## src/rtl/condicionador_botoes_pkg.sv

```systemverilog
// Shared definitions for the button conditioner: debounce state encoding
// and the default debounce length.
package condicionador_botoes_pkg;

  typedef enum logic [1:0] {
    SOLTO       = 2'd0,
    PRESS_PEND  = 2'd1,
    PRESSIONADO = 2'd2,
    SOLT_PEND   = 2'd3
  } estado_t;

  // 1 ms at 50 MHz
  localparam int unsigned DEBOUNCE_CICLOS_PADRAO = 50000;

endpackage

```

## src/rtl/condicionador_botoes_debounce_botao.sv

```systemverilog
// One push-button: 2-FF synchronizer followed by a debounce FSM that emits
// a single registered pulse per debounced press.
module debounce_botao
  import condicionador_botoes_pkg::*;
#(
  parameter int unsigned DEBOUNCE_CICLOS = DEBOUNCE_CICLOS_PADRAO
) (
  input  logic clk,
  input  logic rst,
  input  logic raw,
  input  logic habilita,
  output logic pulso,
  output logic estavel
);

  localparam int unsigned CNT_W = $clog2(DEBOUNCE_CICLOS + 1);
  localparam logic [CNT_W-1:0] CNT_FIM = CNT_W'(DEBOUNCE_CICLOS);

  logic             sync1;
  logic             sync2;
  estado_t          estado;
  logic [CNT_W-1:0] cnt;
  logic [CNT_W-1:0] cnt_inc;

  assign cnt_inc = cnt + 1'b1;

  always_ff @(posedge clk) begin
    if (rst) begin
      sync1   <= 1'b0;
      sync2   <= 1'b0;
      estado  <= SOLTO;
      cnt     <= '0;
      pulso   <= 1'b0;
      estavel <= 1'b0;
    end else begin
      sync1 <= raw;
      sync2 <= sync1;
      pulso <= 1'b0;
      case (estado)
        SOLTO: begin
          if (sync2) begin
            estado <= PRESS_PEND;
            cnt    <= CNT_W'(1);
          end
        end
        PRESS_PEND: begin
          if (!sync2) begin
            estado <= SOLTO;
            cnt    <= '0;
          end else if (cnt_inc == CNT_FIM) begin
            // A press completing while disabled is dropped, not deferred
            estado  <= PRESSIONADO;
            cnt     <= '0;
            pulso   <= habilita;
            estavel <= 1'b1;
          end else begin
            cnt <= cnt_inc;
          end
        end
        PRESSIONADO: begin
          if (!sync2) begin
            estado <= SOLT_PEND;
            cnt    <= CNT_W'(1);
          end
        end
        SOLT_PEND: begin
          if (sync2) begin
            estado <= PRESSIONADO;
            cnt    <= '0;
          end else if (cnt_inc == CNT_FIM) begin
            estado  <= SOLTO;
            cnt     <= '0;
            estavel <= 1'b0;
          end else begin
            cnt <= cnt_inc;
          end
        end
        default: begin
          estado <= SOLTO;
          cnt    <= '0;
        end
      endcase
    end
  end

endmodule

```

## src/rtl/condicionador_botoes.sv

```systemverilog
// Conditions the raw puzzle buttons into one-cycle toggle pulses and keeps
// a saturating count of cycles with at least one accepted press.
module condicionador_botoes
  import condicionador_botoes_pkg::*;
#(
  parameter int unsigned N_BOTOES        = 8,
  parameter int unsigned DEBOUNCE_CICLOS = DEBOUNCE_CICLOS_PADRAO,
  parameter int unsigned JOG_W           = 8
) (
  input  logic                clk,
  input  logic                rst,
  input  logic [N_BOTOES-1:0] botoes_raw,
  input  logic                habilita,
  input  logic                limpar_jogadas,
  output logic [N_BOTOES-1:0] botoes_pulso,
  output logic [N_BOTOES-1:0] botoes_estavel,
  output logic                qualquer_pulso,
  output logic [JOG_W-1:0]    contador_jogadas
);

  for (genvar i = 0; i < N_BOTOES; i++) begin : g_botao
    debounce_botao #(
      .DEBOUNCE_CICLOS(DEBOUNCE_CICLOS)
    ) u_debounce (
      .clk     (clk),
      .rst     (rst),
      .raw     (botoes_raw[i]),
      .habilita(habilita),
      .pulso   (botoes_pulso[i]),
      .estavel (botoes_estavel[i])
    );
  end

  assign qualquer_pulso = |botoes_pulso;

  // One count per pulse cycle, regardless of how many buttons pulsed
  always_ff @(posedge clk) begin
    if (rst) begin
      contador_jogadas <= '0;
    end else if (limpar_jogadas) begin
      contador_jogadas <= '0;
    end else if (qualquer_pulso && (contador_jogadas != '1)) begin
      contador_jogadas <= contador_jogadas + 1'b1;
    end
  end

endmodule

```

## config.mk

```make
export PLATFORM = sky130hd
export DESIGN_NAME = condicionador_botoes
export DESIGN_NICKNAME = d
export VERILOG_FILES = /design/src/rtl/condicionador_botoes_pkg.sv /design/src/rtl/condicionador_botoes_debounce_botao.sv /design/src/rtl/condicionador_botoes.sv
export SDC_FILE = /design/constraint.sdc
export NUM_CORES = 1
export LEC_CHECK = 0
export ABC_AREA = 1
export CAP_MARGIN = 20
export CELL_PAD_IN_SITES_DETAIL_PLACEMENT = 0
export CELL_PAD_IN_SITES_GLOBAL_PLACEMENT = 1
export CORE_MARGIN = 10
export CORE_UTILIZATION = 48
export DETAILED_ROUTE_END_ITERATION = 8
export PLACE_DENSITY = 0.95
export SETUP_SLACK_MARGIN = 0.1
export SLEW_MARGIN = 20
export SYNTH_ARGS = -nofsm -noshare
export SYNTH_HDL_FRONTEND = slang
export SYNTH_HIERARCHICAL = 1
export SYNTH_SLANG_ARGS = --single-unit
export TNS_END_PERCENT = 1
```

## constraint.sdc

```tcl
create_clock -name clk -period 3.12 [get_ports clk]
set_input_delay 0.624 -clock clk [delete_from_list [all_inputs] [get_ports clk]]
set_output_delay 0.624 -clock clk [all_outputs]
set_load 0.05 [all_outputs]
```

==> results by group, run 1 <==
Floorplan
  – Die ar.: 31700 µm²
  – Io pins: 37
  – Row cnt: between 50 and 60
  – Initial Utilization: 49.0%
  – Core Area: 24500 µm²
  – Die H: 178 µm
  – Die X: between 150 and 200 µm

STA
  – Min cycle time layout: approximately 2.5 ns
  – Slew Viols, Final: 0
  – RSZ-0062 raised after global routing: false
  – Worst Tran Pin Value: around 0.65 ns
  – Final Cycle Share: 81.1%
  – Fmax: 395 MHz
  – Clock Skew: 0.0110 ns
  – Hold Fails Final Rpt: 0
  – Setup violators final: 0
  – Setup TNS: 0 ns
  – Slew HR: around 56%

Drt
  – Via count: 11700
  – First-pass DRT Iterations: 5
  – Via-to-Cell Ratio: 5.29
  – Final wirelength: 30100 µm
  – Post-DR wirelength/cell: between 10 and 15 µm
  – Iter 0 DRT Violations: 875
  – DR DRC count: 0
  – Post-route antenna net violation count: 0

Place
  – DPL Wire Length: 22000 µm
  – Routability Congestion: ~0.90
  – Area post-placement: 12700 µm²
  – Input/output buffers: 36
  – Inst Count DP: between 2000 and 2500

Setup path
  – Worst-path maximum fanout: 8
  – Required @ worst endpoint: about 2.5 ns
  – Arrival time at the worst endpoint: 1.91 ns
  – Startpoint types: flop
  – CP Class: reg -> out
  – Worst Setup End Kind: output port

Clocking
  – Clock sink count: 184
  – Post_cts resized: 0
  – CTS H-tree depth: 4
  – CTS tree: yes
  – Clk_lat worst skew: about 0.43 ns
  – CTS Buf Count: 17
  – Clk buf depth: 2
  – Root Buffer: clkbuf_16
  – Hold Buf Count CTS: 0
  – Clock-pin slew on the worst setup and hold paths: around 0.07 ns
  – Postcts setup bufs: 0

Final layout
  – # diodes: 0
  – Nets: between 1500 and 2000
  – Fill cell count: 2461
  – Most frequent cells in the layout: nand2_1 (476), inv_1 (211), nand3_1 (209)
  – Layout Cells excl Fill: 2213
  – Most common cell after layout, fill and taps aside: nand2_1
  – Layout cell share with drive strength beyond 1: between 10% and 20%
  – Area grow syn2layout: 10.9%
  – Finished Cell Area: 13300 µm²
  – Fin util: 54.4%

Synthesis
  – Yosys cell types: 34
  – Seq/Total Area, Yosys: roughly 31%
  – Syn Nets: roughly 1900
  – Yosys warning count: 6
  – Seq cells post-synth: 184
  – Gate Count Post-Synth: 1845
  – Avg Cell Area, Syn: 6.50 µm²
  – Post-synthesis cell area: 12000 µm²

Global routing
  – Largest net degree at the start of global routing: 37
  – All-Layer GR Usage: a little under a fifth
  – Vias in the first global route: 10800
  – First-pass GRT wire length: 50800 µm
  – Initial antenna violation count: 0
  – Global route total overflow: 0

Pwr
  – PwrDens: ~410 nW/µm²
  – Worst vdd ir: 360 µV
  – Total leakage power: 0.00499 µW

Run status
  – Outcome: finished, final reports clean

Job
  – Max Cap Viol: 0

Min path
  – Hold/Removal Path Class: reg -> reg
[stage by stage]
step	total power, µW	setup WS, ns	hold WS (ns)
2_1_floorplan	2970	1.40	0.388
3_3_place_gp	3140	1.04	0.389
3_5_place_dp	3150	1.02	0.395
4_1_cts	5530	0.548	0.404
5_1_grt	5710	0.445	0.411
6_report	5470	0.590	0.402
[Yosys cell counts]
master      n  area share (%)
nand2_1   476              15
inv_1     211             6.6
nand3_1   209             8.7
dfxtp_1   184              31
nor2_1    172             5.4
a21oi_1   109             4.5
nand2_2    78             4.1
nand4_1    73             3.8
nor2_2     46             2.4
nor2_4     34             3.2
o211ai_1   28             1.8
nor3_1     24             1.0
clkinv_1   22            0.69
buf_2      18            0.75
nor4_1     16            0.83
o21ai_1    16            0.67
o31ai_1    16             1.0
o21ai_0    11            0.46
nand3b_1   10            0.63
ha_1        9            0.94
inv_2       9            0.28
xor2_1      9            0.66
clkbuf_1    8            0.25
nand2_4     8            0.75
nand3_4     8             1.2
o21bai_1    8            0.50
o21bai_2    8            0.75
xnor2_1     8            0.58
nor2_8      6             1.0
o21ai_2     6            0.44
xor2_2      2            0.27
nand3_2     1           0.083
nor3_2      1           0.083
o21ai_4     1            0.14
[worst max-delay path, stage by stage (launching register included)]
cell	delay, ns
dfxtp_1	0.36
inv_1	0.05
nand2_1	0.06
nor2_1	0.05
nand2_2	0.14
clkdlybuf4s50_1	0.83
[logic make-up (layout without fill, tap and decap cells)]
family	after synthesis	count (layout)	synth area share, %
adders and majority gates	9	9	0.939
and+or+nand+nor	1162	1162	48.0
AOI/OAI and AO/OA	203	203	10.3
DFF	184	184	30.7
buffers and inverters	268	312	8.57
xor gates and xnor gates	19	19	1.51
[layout make-up]
cell class                      count  area, µm²  share of cell area, %
Sequential cell                   184       3680                   27.7
Tap cell                          324        405                   3.05
Inverter                          242        908                   6.83
Clock inverter                      8        170                   1.28
Timing Repair Buffer               40        388                   2.92
Clock buffer                       22        464                   3.49
Multi-Input combinational cell   1393       7280                   54.7
[routing by layer]
| metal | wire, µm | track usage, % | vias up |
|---|---|---|---|
| met3 | 1250 | 3.45 | 24 |
| met1 | 14400 | 24.8 | 5345 |
| met5 | 0 | 0 | - |
| li1 | - | - | 6123 |
| met2 | 14100 | 31.7 | 218 |
| met4 | 354 | 5.18 | 0 |
[path summary, 6_finish.rpt]
check                                                                from                                     end  cells after the start  slack, ns
worst max-delay path               g_botao[0].u_debounce/pulso$_SDFF_PP0_                          qualquer_pulso                      5       0.59
worst max register to register  g_botao[1].u_debounce/cnt[0]$_SDFFE_PP0P_                                    flop                     12       1.07
worst min-delay path               g_botao[5].u_debounce/sync1$_SDFF_PP0_  g_botao[5].u_debounce/sync2$_SDFF_PP0_                      2       0.40
worst min register to register     g_botao[5].u_debounce/sync1$_SDFF_PP0_  g_botao[5].u_debounce/sync2$_SDFF_PP0_                      2       0.40
[where the power goes]
part | switching, µW | internal, µW
registers | 117 | 2420
clock network | 913 | 1460
logic | 439 | 128
[sequential cells by signal (all words and copies together), names as in the netlist, named ones only]
register                    flops
contador_jogadas                8
g_botao.u_debounce/cnt        128
g_botao.u_debounce/estado       8
g_botao.u_debounce/estavel      8
g_botao.u_debounce/pulso        8
g_botao.u_debounce/sync1        8
g_botao.u_debounce/sync2        8
(Power assumes the default switching activity.)
==> inputs of run 2 (changes only) <==
--- a/config.mk
+++ b/config.mk
@@ -10,9 +10,9 @@
 export CELL_PAD_IN_SITES_DETAIL_PLACEMENT = 0
 export CELL_PAD_IN_SITES_GLOBAL_PLACEMENT = 1
 export CORE_MARGIN = 10
-export CORE_UTILIZATION = 48
+export CORE_UTILIZATION = 41
 export DETAILED_ROUTE_END_ITERATION = 8
-export PLACE_DENSITY = 0.95
+export PLACE_DENSITY = 0.89
 export SETUP_SLACK_MARGIN = 0.1
 export SLEW_MARGIN = 20
 export SYNTH_ARGS = -nofsm -noshare
==> constraint.sdc (replaced) <==
create_clock -name clk -period 2.1 [get_ports clk]
set_input_delay 0.42 -clock clk [delete_from_list [all_inputs] [get_ports clk]]
set_output_delay 0.42 -clock clk [all_outputs]
set_load 0.05 [all_outputs]
==> run 2 against run 1 <==
  * Non-clock buffer count is 26 higher
  * Sequential share of layout area is 0.89 points lower
  * Critical endpoint is now botoes_estavel[4]
  * Design area is 4.3% higher
  * Hold slack better by 0.0020 ns
==> results by group, run 2 (same netlist as run 1, synthesis figures left out) <==
Final layout
  – Fill cell count: 2909 (was 2461)
  – Most frequent cells in the layout: nand2_1 (468), inv_1 (211), nand3_1 (202) (was nand2_1 (476), inv_1 (211), nand3_1 (209))
  – Layout cell share with drive strength beyond 1: 17.9% (was 12.7%)
  – Most common cell after layout, fill and taps aside: nand2_1 (unchanged)
  – Area grow syn2layout: 15.7% (was 10.9%)
  – # diodes: 0 (unchanged)
  – Finished Cell Area: 13900 µm² (was 13300 µm²)
  – Max reg flops: 128 (unchanged)
  – Fin util: 48.2% (was 54.4%)
  – Top reg by flops: g_botao.u_debounce/cnt (unchanged)
  – Nets: 1930 (was 1899)

Clocking
  – Root Buffer: clkbuf_16 (unchanged)
  – Clk_lat worst skew: 0.43 ns (about the same)
  – Clk buf depth: 2 (unchanged)
  – CTS tree: yes (unchanged)
  – Clock sink count: 184 (unchanged)
  – Hold Buf Count CTS: 0 (unchanged)
  – Clock-pin slew on the worst setup and hold paths: 0.07 ns (about the same)
  – CTS Buf Count: 17 (unchanged)
  – CTS H-tree depth: 4 (unchanged)

Pwr
  – Total leakage power: 0.00523 µW (was 0.00499 µW)
  – PwrDens: 604 nW/µm² (was 411 nW/µm²)
  – Worst vdd ir: 527 µV (was 360 µV)

Setup path
  – CP Class: reg -> out (unchanged)
  – Worst-path maximum fanout: 2 (was 8)
  – Worst Setup End Kind: output port (unchanged)
  – Worst path max stage delay: 0.80 ns (was 0.83 ns)
  – Required @ worst endpoint: 1.68 ns (was 2.50 ns)
  – CP bufs+invs: 1 (was 2)
  – Arrival time at the worst endpoint: 1.55 ns (was 1.91 ns)
  – Startpoint types: flop (unchanged)
  – WP depth: 1 (was 5)
  – CP delay by family, top: buffers and inverters (unchanged)
  – R2R depth: 12 (unchanged)
  – CP startpoint: g_botao[4].u_debounce/estavel$_SDFFE_PP0P_ (was g_botao[0].u_debounce/pulso$_SDFF_PP0_)
  – Crit path max-delay cell type: clkdlybuf4s50_1 (unchanged)
  – Reg2reg start: g_botao[6].u_debounce/cnt[1]$_SDFFE_PP0P_ (was g_botao[1].u_debounce/cnt[0]$_SDFFE_PP0P_)
  – CP cell instances: clkdlybuf4s50_1 (was inv_1 > nand2_1 > nor2_1 > nand2_2 > clkdlybuf4s50_1)

Global routing
  – Initial antenna violation count: 0 (unchanged)
  – GR Layer Usage met3: 2.08% (was 3.45%)
  – All-Layer GR Usage: 17.1% (was 19.1%)
  – Largest net degree at the start of global routing: 33 (was 37)
  – Grt met1 use: 22.4% (was 24.8%)
  – Global route total overflow: 0 (unchanged)
  – Layer with the highest usage: met2 (unchanged)
  – Met2 usage: 29.0% (was 31.7%)
  – First-pass GRT wire length: 52500 µm (was 50800 µm)
  – Vias in the first global route: 10900 (was 10800)

Drt
  – Post-route antenna net violation count: 0 (unchanged)
  – Via count: 12000 (was 11700)
  – Iter 0 DRT Violations: 914 (was 875)
  – First-pass DRT Iterations: 5 (unchanged)
  – Post-DR wirelength/cell: 13.9 µm (was 13.6 µm)
  – DR DRC count: 0 (unchanged)
  – Final wirelength: 31900 µm (was 30100 µm)
  – Via-to-Cell Ratio: 5.19 (was 5.29)

Place
  – Input/output buffers: 36 (unchanged)
  – Routability Congestion: 0.855 (was 0.897)
  – Worst slack, placed: 0.105 ns (was 1.02 ns)
  – DPL Wire Length: 23300 µm (was 22000 µm)
  – Area post-placement: 12800 µm² (was 12700 µm²)

STA
  – Slew Viols, Final: 0 (unchanged)
  – Hold Fails Final Rpt: 0 (unchanged)
  – Setup TNS: 0 ns (unchanged)
  – Slew HR: 61.4% (was 56.3%)
  – Setup violators final: 0 (unchanged)
  – Worst Tran Pin Value: 0.578 ns (was 0.653 ns)
  – Post-route worst setup slack: 0.132 ns (was 0.590 ns)
  – Final Cycle Share: 93.7%
  – Min cycle time layout: 1.97 ns
  – Clock Skew: 0.0102 ns (was 0.0110 ns)
  – RSZ-0062 raised after global routing: true (was false)
  – Fmax: roughly 510 MHz

Min path
  – Hold wc startpoint: g_botao[2].u_debounce/sync1$_SDFF_PP0_ (was g_botao[5].u_debounce/sync1$_SDFF_PP0_)
  – Hold/Removal Path Class: reg -> reg (unchanged)
  – Worst hold path depth: 2 (unchanged)

Run status
  – Outcome: finished, final reports clean (unchanged)

Floorplan
  – Die X: 191 µm (was 178 µm)
  – Die ar.: 36500 µm² (was 31700 µm²)
  – Die H: 191 µm (was 178 µm)
  – Io pins: 37 (unchanged)
  – Initial Utilization: 41.7% (was 49.0%)
  – Row cnt: 62 (was 57)
  – Core Area: 28800 µm² (was 24500 µm²)

Job
  – Max Cap Viol: 0 (unchanged)
-- run 2: cell types whose count changed in the layout (fill, tap and decap cells not counted), sizes merged --
cell,before,now
dlygate4sd2,0,10
clkdlybuf4s50,35,11
clkinv,23,25
nand3,218,223
clkbuf,22,18
buf,5,45
inv,220,223
-- run 2: what timing repair did --
item / in CTS / in global routing
pin swaps: 0 / 23
cloned: 0 / 5
buffers inserted: 0 / 12
hold endpoints to repair: 0 / 0
setup endpoints to repair: 11 / 92
gates resized for setup: 11 / 74
-- run 2: worst paths after layout --
kind	endpoint	slack [ns]
worst max-delay path	botoes_estavel[4]	0.13
worst min-delay path	g_botao[2].u_debounce/sync2$_SDFF_PP0_	0.40
worst max register to register	flop	0.20
worst min register to register	g_botao[2].u_debounce/sync2$_SDFF_PP0_	0.40
-- run 2: final cells by class --
class,instances,area [µm²],area share (%)
inverters,242,908,6.55
well taps,384,480,3.46
repair buffers,66,561,4.04
multi-input cells,1398,7550,54.4
flip-flops and latches,184,3720,26.8
clock buffers,18,439,3.16
clock inverters,13,219,1.58
-- run 2: through the flow --
step                total power (µW)  hold slack [ns]  std cells
finish                          8380            0.404       2305
global route                    8740            0.419       2305
CTS                             8430            0.405       2288
detailed placement              4770            0.395       2257
global placement                4760            0.390       2257
floorplan                       4420            0.388       1845
-- run 2: metal layers --
metal,vias to the layer above,part of all wire (%)
li1,6188,-
met1,5497,47
met2,240,48
met3,36,3.5
met4,0,1.4
met5,-,0
-- run 2: report_power, final --
part	total [µW]	internal [µW]	switching [µW]
logic	957	271	686
clock network	3630	2160	1470
registers	3790	3610	181
==> inputs of run 3 (changes only) <==
--- a/config.mk
+++ b/config.mk
@@ -6,15 +6,17 @@
 export NUM_CORES = 1
 export LEC_CHECK = 0
 export ABC_AREA = 1
+export ABC_CLOCK_PERIOD_IN_PS = 2100
 export CAP_MARGIN = 20
 export CELL_PAD_IN_SITES_DETAIL_PLACEMENT = 0
 export CELL_PAD_IN_SITES_GLOBAL_PLACEMENT = 1
 export CORE_MARGIN = 10
 export CORE_UTILIZATION = 41
 export DETAILED_ROUTE_END_ITERATION = 8
+export GPL_ROUTABILITY_DRIVEN = 0
 export PLACE_DENSITY = 0.89
 export SETUP_SLACK_MARGIN = 0.1
-export SLEW_MARGIN = 20
+export SLEW_MARGIN = 30
 export SYNTH_ARGS = -nofsm -noshare
 export SYNTH_HDL_FRONTEND = slang
 export SYNTH_HIERARCHICAL = 1
==> results of run 3 <==
No change in the layout: final DEF, timing and power equal those of run 2.
